**config.mk**
```make
export PLATFORM = sky130hd
export DESIGN_NAME = bias_bank_adder
export DESIGN_NICKNAME = d
export VERILOG_FILES = /design/src/rtl/bias_bank_adder.sv
export SDC_FILE = /design/constraint.sdc
export NUM_CORES = 2
export LEC_CHECK = 0
export CORE_MARGIN = 1.5
export CORE_UTILIZATION = 30
export CTS_CLUSTER_DIAMETER = 40
export DETAILED_ROUTE_END_ITERATION = 7
export GPL_ROUTABILITY_DRIVEN = 0
export PLACE_DENSITY = 0.5
export SLEW_MARGIN = 20
export SYNTH_ARGS = -nofsm -noshare
export SYNTH_HDL_FRONTEND = slang
export SYNTH_SLANG_ARGS = --single-unit
```
**constraint.sdc**
```tcl
create_clock -name clk -period 3.3 [get_ports clk]
set_input_delay 0.33 -clock clk [delete_from_list [all_inputs] [get_ports clk]]
set_output_delay 0.33 -clock clk [all_outputs]
set_load 0.02 [all_outputs]
```
**src/rtl/bias_bank_adder.sv**
```systemverilog
// rtl/bias_bank_adder.sv - run-time programmable bias banks added to an adder-tree stream
// Operand, result and output registers share one stall enable; each lane saturates independently.
module bias_bank_adder #(
   parameter int N_LANES  = 16,
   parameter int DATA_W   = 18,
   parameter int N_GROUPS = 8,
   parameter int GRP_W    = $clog2(N_GROUPS),
   parameter int LANE_W   = $clog2(N_LANES)
) (
   input  logic                      clk,
   input  logic                      rst_n,
   input  logic                      cfg_we,
   input  logic [GRP_W-1:0]          cfg_group,
   input  logic [LANE_W-1:0]         cfg_lane,
   input  logic [DATA_W-1:0]         cfg_data,
   input  logic                      relu_en,
   input  logic                      in_valid,
   output logic                      in_ready,
   input  logic [GRP_W-1:0]          in_group,
   input  logic [N_LANES*DATA_W-1:0] in_data,
   output logic                      out_valid,
   input  logic                      out_ready,
   output logic [N_LANES*DATA_W-1:0] out_data
);
   localparam int VW = N_LANES * DATA_W;

   logic [DATA_W-1:0] bias_q [N_GROUPS][N_LANES];
   logic [VW-1:0]     sel_bias;
   logic [VW-1:0]     s1_data;
   logic [VW-1:0]     s1_bias;
   logic [VW-1:0]     s2_data;
   logic [VW-1:0]     res;
   logic [DATA_W:0]   sum;
   logic              s1_valid;
   logic              s1_relu;
   logic              s2_valid;
   logic              adv;
   logic              cfg_hit;
   logic              grp_hit;

   assign adv      = !out_valid || out_ready;
   assign in_ready = adv;
   assign cfg_hit  = cfg_we && (32'(cfg_group) < 32'(N_GROUPS)) && (32'(cfg_lane) < 32'(N_LANES));
   assign grp_hit  = 32'(in_group) < 32'(N_GROUPS);

   always_ff @(posedge clk or negedge rst_n) begin
      if (!rst_n) begin
         for (int g = 0; g < N_GROUPS; g++)
            for (int l = 0; l < N_LANES; l++)
               bias_q[g][l] <= '0;
      end else if (cfg_hit) begin
         bias_q[cfg_group][cfg_lane] <= cfg_data;
      end
   end

   // Table is read before the edge, so a same-edge write is seen only by later beats.
   always_comb begin
      sel_bias = '0;
      if (grp_hit)
         for (int l = 0; l < N_LANES; l++)
            sel_bias[l*DATA_W +: DATA_W] = bias_q[in_group][l];
   end

   // Overflow shows as disagreement between the carry-out sign and the result sign.
   always_comb begin
      res = '0;
      sum = '0;
      for (int l = 0; l < N_LANES; l++) begin
         sum = {s1_data[l*DATA_W + DATA_W - 1], s1_data[l*DATA_W +: DATA_W]}
             + {s1_bias[l*DATA_W + DATA_W - 1], s1_bias[l*DATA_W +: DATA_W]};
         if (sum[DATA_W] != sum[DATA_W-1])
            res[l*DATA_W +: DATA_W] = {sum[DATA_W], {(DATA_W-1){!sum[DATA_W]}}};
         else
            res[l*DATA_W +: DATA_W] = sum[DATA_W-1:0];
         if (s1_relu && res[l*DATA_W + DATA_W - 1])
            res[l*DATA_W +: DATA_W] = '0;
      end
   end

   always_ff @(posedge clk or negedge rst_n) begin
      if (!rst_n) begin
         s1_valid  <= 1'b0;
         s1_relu   <= 1'b0;
         s1_data   <= '0;
         s1_bias   <= '0;
         s2_valid  <= 1'b0;
         s2_data   <= '0;
         out_valid <= 1'b0;
         out_data  <= '0;
      end else if (adv) begin
         s1_valid <= in_valid;
         if (in_valid) begin
            s1_data <= in_data;
            s1_bias <= sel_bias;
            s1_relu <= relu_en;
         end
         s2_valid <= s1_valid;
         if (s1_valid)
            s2_data <= res;
         out_valid <= s2_valid;
         if (s2_valid)
            out_data <= s2_data;
      end
   end
endmodule

```
==> impl_metrics.csv <==
group,metric,value,unit
cells_and_area,drive_above_1_share,40.2,%
detailed_routing,wire_per_inst,25.0,um
sta,worst_pin_slew,1.10,ns
logic_synthesis,synthArstFlopShare,100,%
clock_network,clock_path_buffers,4,
worst_setup_path,critPathMaxStageDelay,0.54,ns
grt,track_usage,18.0,%
grt,grt_max_degree,126,
logic_synthesis,synth-simple-area-share,2.95,%
detailed_routing,routed_wl,486000,um
worst_setup_path,path_cells,"ha_1 -> inv_1 -> fa_1 -> nor2b_1 -> o31a_1 -> o31ai_1 -> o21ai_0 -> a21oi_1 -> or4_1 -> buf_4 -> nand2_1 -> a21o_1",
power,clkPwrFrac,39.2,%
die,die_x,728,um
logic_synthesis,synth_adder_area_share,2.49,%
logic_synthesis,seq_area_frac_synth,54.8,%
detailed_routing,route.vias.total,97700,
logic_synthesis,synth_compound_area_share,5.75,%
placement,place_area,176000,um^2
clock_network,cts.sinks,3460,
placement,place_inst,18300,
worst_setup_path,path_max_fanout,17,
power,p_int,99300,uW
power,power_switching_share,29.6,%
cells_and_area,syn2layout_area_growth,24.0,%
detailed_routing,via_per_inst,5.03,
logic_synthesis,synthCells,10900,
logic_synthesis,synth_largest_area_cell,"dfrtp_1",
clock_network,path_clk_slew,0.06,ns
run_status,outcome,"finished clean",
grt,grt_overflow,0,
sta,slew_headroom,26.8,%
die,rows,266,
cells_and_area,fin_util,37.3,%
logic_synthesis,netlist_area,158000,um^2
sta,timing.hold.ws,0.0522,ns
run,max-cap-violations,0,
logic_synthesis,synth_top_family_by_area,"multiplexers",
logic_synthesis,yosys.area.top_type_share,54.8,%
clock_network,cts_tree,"built",
clock_network,clk_latency,1.06,ns
die,start_util,30.1,%
detailed_routing,drt-initial-drc-count,6370,
logic_synthesis,synthFlopType,"dfrtp_1",
die,core_area,525000,um^2
cells_and_area,mostFrequentLayoutCells,"dfrtp_1, mux2_2, clkdlybuf4s50_1",
power,combPwrFrac,21.9,%
cells_and_area,layout.cells.non_filler,19400,
die,die_area,531000,um^2
worst_setup_path,cp_slowest_cell,"or4_1",
logic_synthesis,synth_mux_area_share,30.6,%
power,netSwitchingPower,41800,uW
grt,antenna_found_initial,72,
die,die_h,728,um
logic_synthesis,ys_warn_count,0,
hold_path,hp-class,"input port to register",
detailed_routing,antenna_left,0,
detailed_routing,route.detailed.drc,0,
power,pwr_density_cell,721,nW/um^2
sta,finClkSkew,0.0768,ns
power,p_seq_share,38.9,%
worst_setup_path,path_delay_family,"compound AO/OA/AOI/OAI gates",
logic_synthesis,ys_ff_latch,3460,
cells_and_area,final.fill_count,49400,
worst_setup_path,worst_setup_path_end_kind,"register",
worst_setup_path,required,4.22,ns
power,vdd_drop_max,478,uV
die,pin_count,612,
cells_and_area,final_cell_area,196000,um^2
logic_synthesis,syn_avg_cell_area,14.4,um^2
worst_setup_path,startpoint_type,"register",
logic_synthesis,synth_xor_area_share,1.13,%
cells_and_area,nets,12700,
grt,grt_pass1_wl,721000,um
logic_synthesis,synth_area_leaders,"dfrtp_1, mux2_2, mux4_2",
placement,io_buffers,611,
sta,fmax,319,MHz
cells_and_area,final_common_cell,"dfrtp_1",
logic_synthesis,synth_nets,11600,
worst_setup_path,critPathBufInv,2,
sta,post-route-min-period,3.13,ns
logic_synthesis,synthDistinctLibCells,85,
sta,slew_violations,0,
sta,hold_violations,0,
logic_synthesis,synth_edf_count,0,
clock_network,cts_root_buffer,"clkbuf_16",
grt,grt_pass1_vias,104000,
power,p_leak,0.0898,uW
sta,min_period_over_period,94.9,%
worst_setup_path,cp.arrival,4.05,ns
sta,setup_viol,0,
clock_network,htree_levels,5,
detailed_routing,dr.pass1.iters,7,
clock_network,cts_buffers,485,
placement,place_hpwl,333000,um
worst_setup_path,worstSetupPathType,"register to register",
-- cells in the mapped netlist, types with 7 or more instances --
library cell,number
nor2_1,253
dfrtp_1,3460
a21boi_0,18
o21a_1,83
fa_1,16
nor3b_1,19
o211ai_1,16
nand4_1,15
a211oi_1,35
a31oi_1,22
nor3_1,19
mux4_2,576
a21oi_1,195
a22oi_1,15
nor4_1,7
or3_1,37
mux2i_1,292
and2_1,24
a21o_1,89
nand3_1,33
a221o_1,248
o31ai_1,11
buf_2,95
a22o_1,11
ha_1,288
clkbuf_1,572
o21ai_0,405
inv_1,110
o22a_1,8
o22ai_1,14
a2111oi_0,13
or2_2,8
xor2_1,59
and3_1,21
o31a_1,16
nand3b_1,9
xnor2_1,144
nand2b_1,53
mux2_2,2881
nor2b_1,49
buf_1,115
o21bai_1,23
nand2_1,461
-- final timing paths --
check / start / end / slack (ns) / cells past startpoint
worst max-delay path: s1_bias[162] / s2_data[178] / 0.17 / 12
worst min-delay path: cfg_data[1] / bias_q[1729] / 0.05 / 2
worst max register to register: s1_bias[162] / s2_data[178] / 0.17 / 12
worst min register to register: s1_bias[72] / s1_bias[72] / 0.49 / 2
max in group asynchronous: rst_n / s1_data[62] / 1.06 / 4
min in group asynchronous: rst_n / bias_q[1727] / 0.59 / 3
-- final cells by class --
cell class,instances,area (um^2),area share [%]
well taps,6968,8720,4.45
inverters,110,413,0.211
diodes,18,45.0,0.0230
flip-flops and latches,3460,86600,44.2
repair buffers,1401,14500,7.39
clock buffers,590,13100,6.71
multi-input cells,6579,68000,34.7
clock inverters,317,4370,2.23
-- power by group through the flow --
stage	Clock, uW	Sequential (uW)	Combinational, uW
floorplan	0	55100	17600
global placement	0	55300	29900
detailed placement	0	55700	30600
CTS	56600	55000	31000
global route	58500	55700	33400
finish	55400	54900	30900
-- metal layers --
| layer | vias to the layer above | wire, um | share of wire, % | global-route usage, % |
|---|---|---|---|---|
| li1 | 42800 | - | - | - |
| met1 | 52200 | 232000 | 48 | 26.1 |
| met2 | 2102 | 223000 | 46 | 28.7 |
| met3 | 583 | 21500 | 4.4 | 2.59 |
| met4 | 14 | 9650 | 2.0 | 3.70 |
| met5 | - | 92 | 0.019 | 0 |
-- flip-flops by register name (all words and copies together), names as in the netlist --
register / cells
s2_data: 288
out_valid: 1
out_data: 288
s1_relu: 1
s1_valid: 1
s1_data: 288
s2_valid: 1
s1_bias: 288
bias_q: 2304
-- per-stage QoR --
step / TNS (ns) / setup WS (ns) / power, uW
after floorplan: 0 / 0.471 / 72700
after detailed placement: -0.220 / -0.0314 / 86400
after global routing: -0.302 / -0.0370 / 148000
after global placement: 0 / 0.0270 / 85200
after CTS: 0 / 0.0379 / 143000
final: 0 / 0.169 / 141000
-- kinds of logic (layout without fill, tap and decap cells) --
family          after synthesis  in the layout
buf+inv                     895           2418
fa+ha+maj                   304            304
xor+xnor                    203            203
compound gates             1297           1297
other cells                   0             18
simple gates               1026           1026
mux                        3749           3749
flops                      3460           3460
-- timing repair --
item,in CTS,in global routing
hold endpoints to repair,2103,0
pin swaps,0,1
setup endpoints to repair,28,191
gates resized for setup,2,22
setup buffers,0,2
hold buffers,241,0
-- worst register-to-register path: cells and delay by family, from the launching register on --
| family | cells | cell delay, ns |
|---|---|---|
| AO/OA/AOI/OAI | 5 | 1.11 |
| AND/OR/NAND/NOR | 3 | 0.79 |
| adder cells (fa/ha/maj) | 2 | 0.56 |
| flip-flops | 1 | 0.35 |
| buffers and inverters | 2 | 0.26 |
Power figures use the tool's default switching activity.
